File: config.mk
export PLATFORM = sky130hd
export DESIGN_NAME = bcd_updown_counter_seg
export DESIGN_NICKNAME = d
export VERILOG_FILES = /design/src/rtl/bcd_pkg.sv /design/src/rtl/bcd_digit.sv /design/src/rtl/bcd_updown_counter_seg.sv
export SDC_FILE = /design/constraint.sdc
export NUM_CORES = 1
export LEC_CHECK = 0
export ABC_CLOCK_PERIOD_IN_PS = 5100
export CAP_MARGIN = 20
export CORE_MARGIN = 10
export CORE_UTILIZATION = 53
export CTS_BUF_LIST = sky130_fd_sc_hd__clkbuf_4 sky130_fd_sc_hd__clkbuf_8
export DETAILED_ROUTE_END_ITERATION = 6
export PLACE_DENSITY = 0.85
export SYNTH_ARGS = -nofsm -noshare
export SYNTH_HDL_FRONTEND = slang
export SYNTH_SLANG_ARGS = --single-unit
export TNS_END_PERCENT = 30
File: constraint.sdc
create_clock -name clk -period 5.1 [get_ports clk]
set_input_delay 1.02 -clock clk [delete_from_list [all_inputs] [get_ports clk]]
set_output_delay 1.02 -clock clk [all_outputs]
set_load 0.02 [all_outputs]
File: src/rtl/bcd_pkg.sv
// rtl/bcd_pkg.sv - shared BCD and 7-segment helpers for the BCD up/down counter
package bcd_pkg;

    localparam int         MAX_DIGITS = 4;
    localparam logic [7:0] SEG_BLANK  = 8'hFF;

    // Active-low segment pattern, bit7 = a ... bit1 = g, bit0 = dp (dp always off).
    function automatic logic [7:0] seg7(input logic [3:0] nib);
        logic [7:0] s;
        case (nib)
            4'd0:    s = 8'h03;
            4'd1:    s = 8'h9F;
            4'd2:    s = 8'h25;
            4'd3:    s = 8'h0D;
            4'd4:    s = 8'h99;
            4'd5:    s = 8'h49;
            4'd6:    s = 8'h41;
            4'd7:    s = 8'h1F;
            4'd8:    s = 8'h01;
            4'd9:    s = 8'h09;
            default: s = SEG_BLANK;
        endcase
        return s;
    endfunction

    // Decimal integer to packed BCD, digit 0 in bits [3:0].
    function automatic logic [15:0] to_bcd(input int val);
        logic [15:0] r;
        int          v;
        r = '0;
        v = val;
        for (int i = 0; i < MAX_DIGITS; i++) begin
            r[4*i +: 4] = 4'(v % 10);
            v = v / 10;
        end
        return r;
    endfunction

    // True when the lowest 'digits' nibbles are all 0..9.
    function automatic logic bcd_valid(input logic [15:0] v, input int digits);
        logic ok;
        ok = 1'b1;
        for (int i = 0; i < MAX_DIGITS; i++) begin
            if (i < digits && v[4*i +: 4] > 4'd9) ok = 1'b0;
        end
        return ok;
    endfunction

    // Segment image of a zero count, used as the reset value of the display.
    function automatic logic [31:0] seg_zero(input int digits, input logic blank);
        logic [31:0] r;
        r = '0;
        for (int i = 0; i < MAX_DIGITS; i++) begin
            if (i < digits) r[8*i +: 8] = (blank && i != 0) ? SEG_BLANK : seg7(4'd0);
        end
        return r;
    endfunction

endpackage

File: src/rtl/bcd_digit.sv
// rtl/bcd_digit.sv - one BCD digit with load, increment/carry and decrement/borrow
module bcd_digit (
    input  logic       clk,
    input  logic       rst_n,
    input  logic       inc,
    input  logic       dec,
    input  logic       load,
    input  logic [3:0] load_nib,
    output logic [3:0] nib,
    output logic       carry_out,
    output logic       borrow_out
);

    logic [3:0] nib_d;
    logic [3:0] nib_q;

    // Next digit value: load wins, then increment, then decrement.
    always_comb begin
        nib_d = nib_q;
        if (load) begin
            nib_d = load_nib;
        end else if (inc) begin
            nib_d = (nib_q == 4'd9) ? 4'd0 : nib_q + 4'd1;
        end else if (dec) begin
            nib_d = (nib_q == 4'd0) ? 4'd9 : nib_q - 4'd1;
        end
    end

    // Digit register.
    always_ff @(posedge clk or negedge rst_n) begin
        if (!rst_n) nib_q <= 4'd0;
        else        nib_q <= nib_d;
    end

    assign nib        = nib_q;
    assign carry_out  = inc & ~load & (nib_q == 4'd9);
    assign borrow_out = dec & ~load & (nib_q == 4'd0);

endmodule

File: src/rtl/bcd_updown_counter_seg.sv
// rtl/bcd_updown_counter_seg.sv - multi-digit BCD up/down counter with registered 7-segment outputs
module bcd_updown_counter_seg
    import bcd_pkg::*;
#(
    parameter int DIGITS  = 2,
    parameter int MAX_VAL = 99,
    parameter bit WRAP    = 1'b1,
    parameter bit BLANK   = 1'b1
) (
    input  logic                  clk,
    input  logic                  reset,
    input  logic                  en,
    input  logic                  mode,
    input  logic                  load,
    input  logic [4*DIGITS-1:0]   load_val,
    output logic [4*DIGITS-1:0]   count,
    output logic                  tc,
    output logic                  err,
    output logic [8*DIGITS-1:0]   seg
);

    localparam int                  W        = 4 * DIGITS;
    localparam logic [15:0]         MAX_FULL = to_bcd(MAX_VAL);
    localparam logic [W-1:0]        MAX_BCD  = MAX_FULL[W-1:0];
    localparam logic [31:0]         SEG_FULL = seg_zero(DIGITS, BLANK);
    localparam logic [8*DIGITS-1:0] SEG_RST  = SEG_FULL[8*DIGITS-1:0];

    logic [W-1:0]        count_w;
    logic [DIGITS:0]     inc_c;
    logic [DIGITS:0]     dec_c;
    logic                step_up;
    logic                step_dn;
    logic                dig_load;
    logic [W-1:0]        dig_load_val;
    logic                load_ok;
    logic                tc_d, tc_q;
    logic                err_d, err_q;
    logic [8*DIGITS-1:0] seg_d, seg_q;
    logic                lead;
    logic [3:0]          nib;
    logic                unused_chain;

    // A load is accepted only for well-formed BCD not above the configured bound;
    // BCD compares in the same order as the decimal value, so a plain compare suffices.
    assign load_ok = bcd_valid(16'(load_val), DIGITS) && (load_val <= MAX_BCD);

    // Step control: load has priority, then the enabled step with wrap/saturate at the bounds.
    always_comb begin
        step_up      = 1'b0;
        step_dn      = 1'b0;
        dig_load     = 1'b0;
        dig_load_val = load_val;
        tc_d         = 1'b0;
        err_d        = 1'b0;
        if (load) begin
            if (load_ok) dig_load = 1'b1;
            else         err_d    = 1'b1;
        end else if (en) begin
            if (mode) begin
                if (count_w == MAX_BCD) begin
                    tc_d = 1'b1;
                    if (WRAP) begin
                        dig_load     = 1'b1;
                        dig_load_val = '0;
                    end
                end else begin
                    step_up = 1'b1;
                end
            end else begin
                if (count_w == '0) begin
                    tc_d = 1'b1;
                    if (WRAP) begin
                        dig_load     = 1'b1;
                        dig_load_val = MAX_BCD;
                    end
                end else begin
                    step_dn = 1'b1;
                end
            end
        end
    end

    assign inc_c[0] = step_up;
    assign dec_c[0] = step_dn;

    for (genvar d = 0; d < DIGITS; d++) begin : g_digit
        bcd_digit u_digit (
            .clk        (clk),
            .rst_n      (reset),
            .inc        (inc_c[d]),
            .dec        (dec_c[d]),
            .load       (dig_load),
            .load_nib   (dig_load_val[4*d +: 4]),
            .nib        (count_w[4*d +: 4]),
            .carry_out  (inc_c[d+1]),
            .borrow_out (dec_c[d+1])
        );
    end

    // The top digit never carries or borrows out because the bounds are handled above.
    assign unused_chain = inc_c[DIGITS] ^ dec_c[DIGITS];

    // Segment decode of the current count with leading-zero blanking (digit 0 always shown).
    always_comb begin
        seg_d = '0;
        lead  = 1'b1;
        nib   = 4'd0;
        for (int d = DIGITS - 1; d >= 0; d--) begin
            nib = count_w[4*d +: 4];
            if (BLANK && lead && d != 0 && nib == 4'd0) begin
                seg_d[8*d +: 8] = SEG_BLANK;
            end else begin
                seg_d[8*d +: 8] = seg7(nib);
                lead            = 1'b0;
            end
        end
    end

    // Status pulses and display register.
    always_ff @(posedge clk or negedge reset) begin
        if (!reset) begin
            tc_q  <= 1'b0;
            err_q <= 1'b0;
            seg_q <= SEG_RST;
        end else begin
            tc_q  <= tc_d;
            err_q <= err_d;
            seg_q <= seg_d;
        end
    end

    assign count = count_w;
    assign tc    = tc_q;
    assign err   = err_q;
    assign seg   = seg_q;

endmodule
* Yosys cells after proc, flatten, opt, wreduce, memory -nomap -nowiden
Memory sizes are Yosys's and may differ from the RTL's. A register that Yosys moved wholly into a read port is not among the register bits.
Cells that the tools add are included.
** Cells by class
- $add $sub $neg :: 4
- $lt $le $gt $ge :: 3
- Equal/unequal tests :: 3
- Mux-type cells :: 35
- Bitwise logic cells :: 5
- Reductions and logical operators :: 7
** Operators by type and width (count)
- two-way mux 8 bit :: 6
- two-way mux 4 bit :: 10
- two-way mux 1 bit :: 19
- adder 4 x 1 -> 4 bit, second input constant :: 2
- == test 4 bit, second input constant :: 2
- == test 8 bit, second input constant :: 1
- > comparator 4 bit, second input constant :: 2
- <= comparator 8 bit, second input constant :: 1
- logical NOT 4 bit :: 2
- logical NOT 8 bit :: 1
- subtractor 4 x 1 -> 4 bit, second input constant :: 2
- nonzero test 3 bit :: 2
- bitwise AND 1 bit :: 4
- logical AND 1 bit :: 1
- logical NOT 1 bit :: 1
- inverter 1 bit :: 1
** Storage, ports and cells
- Bits in registers :: 26
- Bits in read-only memories :: 224
- Output and inout port bits :: 26
- Word-level logic and storage cells :: 64
- Memories kept :: 2
** Memories
- (no name shown) :: words 16, bits a word 7, read ports 1, clocked after Yosys merged registers in 0, write ports 0, line bcd_pkg.sv:10 : case (nib)
- (no name shown) :: words 16, bits a word 7, read ports 1, clocked after Yosys merged registers in 1, write ports 0, line bcd_pkg.sv:10

* Depth between registers and ports, before layout
- Depth after elaboration :: 12
- Gate-level depth with buffers :: 7

* Cells and area by module
Synthesis repeated with hierarchy kept, for this count alone.
** Second synthesis, totals
- Cells, all modules :: 208
- Area total of the unflattened synthesis :: 1810.5 um2
** By module, submodules not included
- bcd_updown_counter_seg :: times used 1, cells an instance 116, area each 1059.8 um2, sequential area each 410.4 um2
- bcd_digit :: times used 2, cells an instance 46, area each 375.4 um2, sequential area each 100.1 um2

* Worst setup path after synthesis
OpenSTA, ideal clock, no wires.
- Kind :: input -> register
- From :: input port mode
- To :: register g_digit[1].u_digit.nib_q[1]
- Arrival :: 2.271 ns
- Data required time :: 5.006 ns
- Path slack :: 2.736 ns
- Stages :: 6
- Path buffers :: 1
- Cells stage by stage :: buf_6 -> or4b_1 -> o22ai_1 -> and2_4 -> nor3_2 -> a221oi_2
** Between the ends
- Longest elaborated chain between the ends :: 8
- Elaborated cells between the ends (all ways) :: 20
- Those cells by class :: 14 x mux; 5 x bitwise; 1 x reduce/logical
** Ends and longest elaborated chain
- start, declared :: line bcd_updown_counter_seg.sv:13 : input logic mode,
- two-way mux 1 bit :: line bcd_updown_counter_seg.sv:59 : if (mode) begin
- two-way mux 1 bit :: line bcd_updown_counter_seg.sv:58 : end else if (en) begin
- two-way mux 1 bit :: line bcd_updown_counter_seg.sv:55 : if (load) begin
- inverter 1 bit
- bitwise AND 1 bit (2 in series) :: line bcd_digit.sv:36 : assign carry_out = inc & ~load & (nib_q == 4'd9);
- two-way mux 4 bit :: line bcd_digit.sv:22 : end else if (inc) begin
- two-way mux 4 bit :: line bcd_digit.sv:20 : if (load) begin
- end signal, assigned :: line bcd_digit.sv:32 : else nib_q <= nib_d;
- end, declared :: line bcd_digit.sv:15 : logic [3:0] nib_q;
Parallel ways exist; a longest one is shown, timed or not.
A chain may end at the register's enable or synchronous reset.

* Final worst setup path
- From :: register g_digit[0].u_digit.nib_q[3]
- To :: output port count[3]
** RTL lines
- start, declared :: line bcd_digit.sv:15
- start signal, assigned :: line bcd_digit.sv:32
- end, declared :: line bcd_updown_counter_seg.sv:16 : output logic [4*DIGITS-1:0] count,
No word-level cell between the ends.

==> impl_metrics.prom <==
# TYPE chip_impl_metric gauge
chip_impl_info{name="outcome",value="completed"} 1
chip_impl_metric{name="number_of_resized_instances_in_the_post_cts_repair_step",unit=""} 0
chip_impl_metric{name="synthCells",unit=""} 171
chip_impl_info{name="kind_of_cell_adding_the_most_delay_to_the_critical_path",value="flip-flops"} 1
chip_impl_metric{name="worstPathArrival",unit="ps"} 1770
chip_impl_metric{name="global_route_wire_length_before_repair",unit="um"} 6090
chip_impl_metric{name="deepest_clock_path_buffer_count",unit=""} 2
chip_impl_metric{name="final.period_utilization",unit="%"} 54.6
chip_impl_metric{name="finalWirelength",unit="um"} 3730
chip_impl_metric{name="timing_worst_slew_pin_value",unit="ps"} 701
chip_impl_info{name="grt_setup_unrepaired",value="no"} 1
chip_impl_metric{name="mappedNetlistArea",unit="um^2"} 1570
chip_impl_metric{name="dieWidth",unit="um"} 74.3
chip_impl_info{name="synth_commonest_cells",value="sky130_fd_sc_hd__a21oi_1, sky130_fd_sc_hd__dfrtp_1, sky130_fd_sc_hd__nor2_1, sky130_fd_sc_hd__nand2_1, sky130_fd_sc_hd__ha_1"} 1
chip_impl_metric{name="initial_antenna_violation_count",unit=""} 0
chip_impl_metric{name="initial_utilization",unit="%"} 56.3
chip_impl_metric{name="fin_total_pwr",unit="mW"} 0.938
chip_impl_metric{name="area.growth.synth_to_final",unit="%"} 26.1
chip_impl_info{name="synth_most_common_cell",value="sky130_fd_sc_hd__a21oi_1"} 1
chip_impl_info{name="cts_tree",value="yes"} 1
chip_impl_info{name="dominant_combinational_cell_family_by_area_after_synthesis",value="compound AO/OA/AOI/OAI gates"} 1
chip_impl_metric{name="fillerInstances",unit=""} 213
chip_impl_metric{name="share_clk_of_total_power",unit="%"} 11.0
chip_impl_metric{name="cp_data_required_time",unit="ps"} 4080
chip_impl_metric{name="period_needed",unit="ps"} 2790
chip_impl_info{name="r2r-end",value="g_digit[1].u_digit.nib[1]"} 1
chip_impl_metric{name="drt-wirelength-per-cell",unit="um"} 15.9
chip_impl_metric{name="cts_inserted_buffers",unit=""} 3
chip_impl_metric{name="max_clock_freq",unit="GHz"} 0.359
chip_impl_info{name="ctsRootBufferMaster",value="sky130_fd_sc_hd__clkbuf_4"} 1
chip_impl_metric{name="syn_area_per_cell",unit="um^2"} 9.15
chip_impl_metric{name="hpwl",unit="um"} 2850
chip_impl_metric{name="yosys_warnings",unit=""} 0
chip_impl_metric{name="grtUsageTotal",unit="%"} 13.3
chip_impl_metric{name="holdBufCountCts",unit=""} 0
chip_impl_metric{name="timing_max_transition_violations_final",unit=""} 0
chip_impl_metric{name="clk_pin_slew_worst_paths",unit="ps"} 140
chip_impl_metric{name="cap_violations",unit=""} 0
chip_impl_metric{name="grt_start_max_net_pins",unit=""} 25
chip_impl_metric{name="synth_largest_type_area_fraction",unit="%"} 25.6
chip_impl_metric{name="max_stage_delay",unit="ps"} 730
chip_impl_metric{name="synth_cell_types",unit=""} 55
chip_impl_info{name="timing.critical_path.from_type",value="flip-flop"} 1
chip_impl_metric{name="largest_voltage_drop_on_the_vdd_net",unit="mV"} 0.347
chip_impl_metric{name="seq_power_share",unit="%"} 36.7
chip_impl_metric{name="whs_path_depth",unit=""} 1
chip_impl_info{name="cp-end-kind",value="primary output"} 1
chip_impl_info{name="timing.setup.critical_path_class",value="reg2out"} 1
chip_impl_metric{name="post_synth_xor_area_fraction",unit="%"} 1.12
chip_impl_metric{name="post_route_cells_drive_above_1_share",unit="%"} 11.3
chip_impl_metric{name="final-hold-violation-count",unit=""} 0
chip_impl_metric{name="synth_async_sr_flop_share",unit="%"} 100
chip_impl_metric{name="first_pass_iters",unit=""} 4
chip_impl_metric{name="power_per_cell_area",unit="nW/um^2"} 476
chip_impl_metric{name="dieArea",unit="um^2"} 5530
chip_impl_metric{name="power.net_switching",unit="mW"} 0.389
chip_impl_info{name="yosys_top_cell_by_area",value="sky130_fd_sc_hd__dfrtp_1"} 1
chip_impl_metric{name="slew_headroom",unit="%"} 52.9
chip_impl_metric{name="num_rows",unit=""} 19
chip_impl_metric{name="pwr-share-comb",unit="%"} 52.4
chip_impl_metric{name="clk-insertion-delay-late",unit="ps"} 320
chip_impl_metric{name="nets",unit=""} 227
chip_impl_metric{name="setup_violations",unit=""} 0
chip_impl_info{name="cpMaxStageDelayCell",value="sky130_fd_sc_hd__dfrtp_1"} 1
chip_impl_metric{name="ant_nets",unit=""} 0
chip_impl_metric{name="intPower",unit="mW"} 0.549
chip_impl_metric{name="sequential_cell_area_fraction_in_the_yosys_report",unit="%"} 39.0
chip_impl_metric{name="cts.repair_timing.setup_buffer_count",unit=""} 0
chip_impl_metric{name="gp_congestion",unit=""} 0.927
chip_impl_metric{name="drc_errors",unit=""} 0
chip_impl_metric{name="r2r_setup_slack",unit="ps"} 2750
chip_impl_metric{name="first_iter_violations",unit=""} 67
chip_impl_info{name="crit-reg2reg-launch",value="g_digit[0].u_digit.nib[1]"} 1
chip_impl_metric{name="switching_share",unit="%"} 41.5
chip_impl_info{name="hold_end",value="g_digit[1].u_digit.nib[0]"} 1
chip_impl_metric{name="crit_buf_inv",unit=""} 1
chip_impl_metric{name="detail_route.vias_per_cell",unit=""} 5.97
chip_impl_metric{name="cts.sinks",unit=""} 24
chip_impl_info{name="synth_top_flop_cell",value="sky130_fd_sc_hd__dfrtp_1"} 1
chip_impl_metric{name="global_route.overflow_total",unit=""} 0
chip_impl_metric{name="crit_path_max_fanout",unit=""} 19
chip_impl_metric{name="synth_enable_flop_cells",unit=""} 0
chip_impl_metric{name="synth.mux.area_fraction",unit="%"} 1.28
chip_impl_metric{name="vias_in_the_first_global_route",unit=""} 1331
chip_impl_info{name="worstHoldStart",value="g_digit[1].u_digit.nib[0]"} 1
chip_impl_info{name="timing.hold.worst.class",value="reg2reg"} 1
chip_impl_metric{name="io-pin-count",unit=""} 39
chip_impl_metric{name="core",unit="um^2"} 2780
chip_impl_metric{name="synth-adder-area-share",unit="%"} 7.99
chip_impl_metric{name="clock_skew",unit="ps"} 8.20
chip_impl_info{name="ys_top_cells_by_area",value="sky130_fd_sc_hd__dfrtp_1, sky130_fd_sc_hd__dfstp_2, sky130_fd_sc_hd__ha_1"} 1
chip_impl_metric{name="vias",unit=""} 1396
chip_impl_metric{name="num_antenna_cells",unit=""} 0
chip_impl_metric{name="synth_simple_gate_area_share",unit="%"} 20.9
chip_impl_metric{name="synth.ff_latch_count",unit=""} 24
chip_impl_metric{name="clock_tree.htree_level_count",unit=""} 1
chip_impl_metric{name="cellLeakagePower",unit="nW"} 0.836
chip_impl_metric{name="portBuffers",unit=""} 36
chip_impl_info{name="cp_cell_sequence",value="clkdlybuf4s50_1"} 1
chip_impl_metric{name="synth_compound_gate_area_share",unit="%"} 24.3
chip_impl_metric{name="die-height",unit="um"} 74.3
chip_impl_metric{name="postLayoutCoreUtil",unit="%"} 70.9
chip_impl_metric{name="tns",unit="ps"} 0
chip_impl_metric{name="reg2reg_depth",unit=""} 7
[metrics by stage]
stage	hold WS [ps]	setup slack, ps	instance area [um^2]	cells
floorplan	712	2740	1570	172
global placement	638	2190	1910	229
detailed placement	650	2040	1910	229
CTS	682	2320	1950	233
global route	714	2190	1970	234
finish	697	2310	1970	234
[layout by cell type (no fill, tap or decap), types with 3 or more instances in the layout]
cell                              count
sky130_fd_sc_hd__clkbuf_4             3
sky130_fd_sc_hd__nand2_1             13
sky130_fd_sc_hd__and3_1               3
sky130_fd_sc_hd__a21oi_1             24
sky130_fd_sc_hd__nand2b_1             4
sky130_fd_sc_hd__o21ai_0              3
sky130_fd_sc_hd__nor2_1              15
sky130_fd_sc_hd__dfrtp_1             16
sky130_fd_sc_hd__nor3_1               4
sky130_fd_sc_hd__ha_1                10
sky130_fd_sc_hd__a221oi_1             3
sky130_fd_sc_hd__inv_1                4
sky130_fd_sc_hd__o21ai_1              7
sky130_fd_sc_hd__dfstp_2              8
sky130_fd_sc_hd__clkdlybuf4s50_1     36
[worst max path at each step]
stage / start / to / depth (start not counted)
detailed placement: mode / g_digit[1].u_digit.nib[1] / 5
global route: mode / g_digit[1].u_digit.nib[3] / 6
global placement: mode / g_digit[1].u_digit.nib[1] / 6
finish: g_digit[0].u_digit.nib[3] / count[3] / 1
floorplan: mode / g_digit[1].u_digit.nib[1] / 6
CTS: g_digit[0].u_digit.nib[3] / count[3] / 1
[logic make-up after synthesis]
| group | after synthesis |
|---|---|
| muxes | 2 |
| DFF | 24 |
| adders and majority gates | 10 |
| xor gates and xnor gates | 2 |
| and+or+nand+nor | 58 |
| other | 1 |
| AOI/OAI and AO/OA | 58 |
| buffers and inverters | 16 |
[cell type report]
cell class | count | area (um^2) | share of cell area [%]
multi-input combinational | 132 | 877 | 44.5
sequential | 24 | 611 | 30.9
timing repair buffer | 37 | 388 | 19.7
tap | 31 | 38.8 | 1.97
clock buffer | 4 | 36.3 | 1.84
inverter | 6 | 22.5 | 1.14
[power by group through the flow]
stage                     sequential, mW  combinational [mW]  clock, mW
after global placement             0.341               0.482          0
after CTS                          0.343               0.492      0.104
after floorplan                    0.406               0.233          0
final                              0.344               0.491      0.103
after global routing               0.354               0.538      0.109
after detailed placement           0.348               0.491          0
[per-layer routing]
| metal | up-vias | GRT usage, % | wire, um |
|---|---|---|---|
| li1 | 684 | - | - |
| met4 | 0 | 4.47 | 54 |
| met1 | 662 | 17.3 | 1670 |
| met5 | - | 0 | 0 |
| met3 | 6 | 3.59 | 302 |
| met2 | 44 | 20.8 | 1700 |
[state kept, by name (all words and copies together) (netlist names)]
register             flops
g_digit.u_digit.nib      8
err                      1
tc                       1
seg                     14
Power figures use the tool's default switching activity.
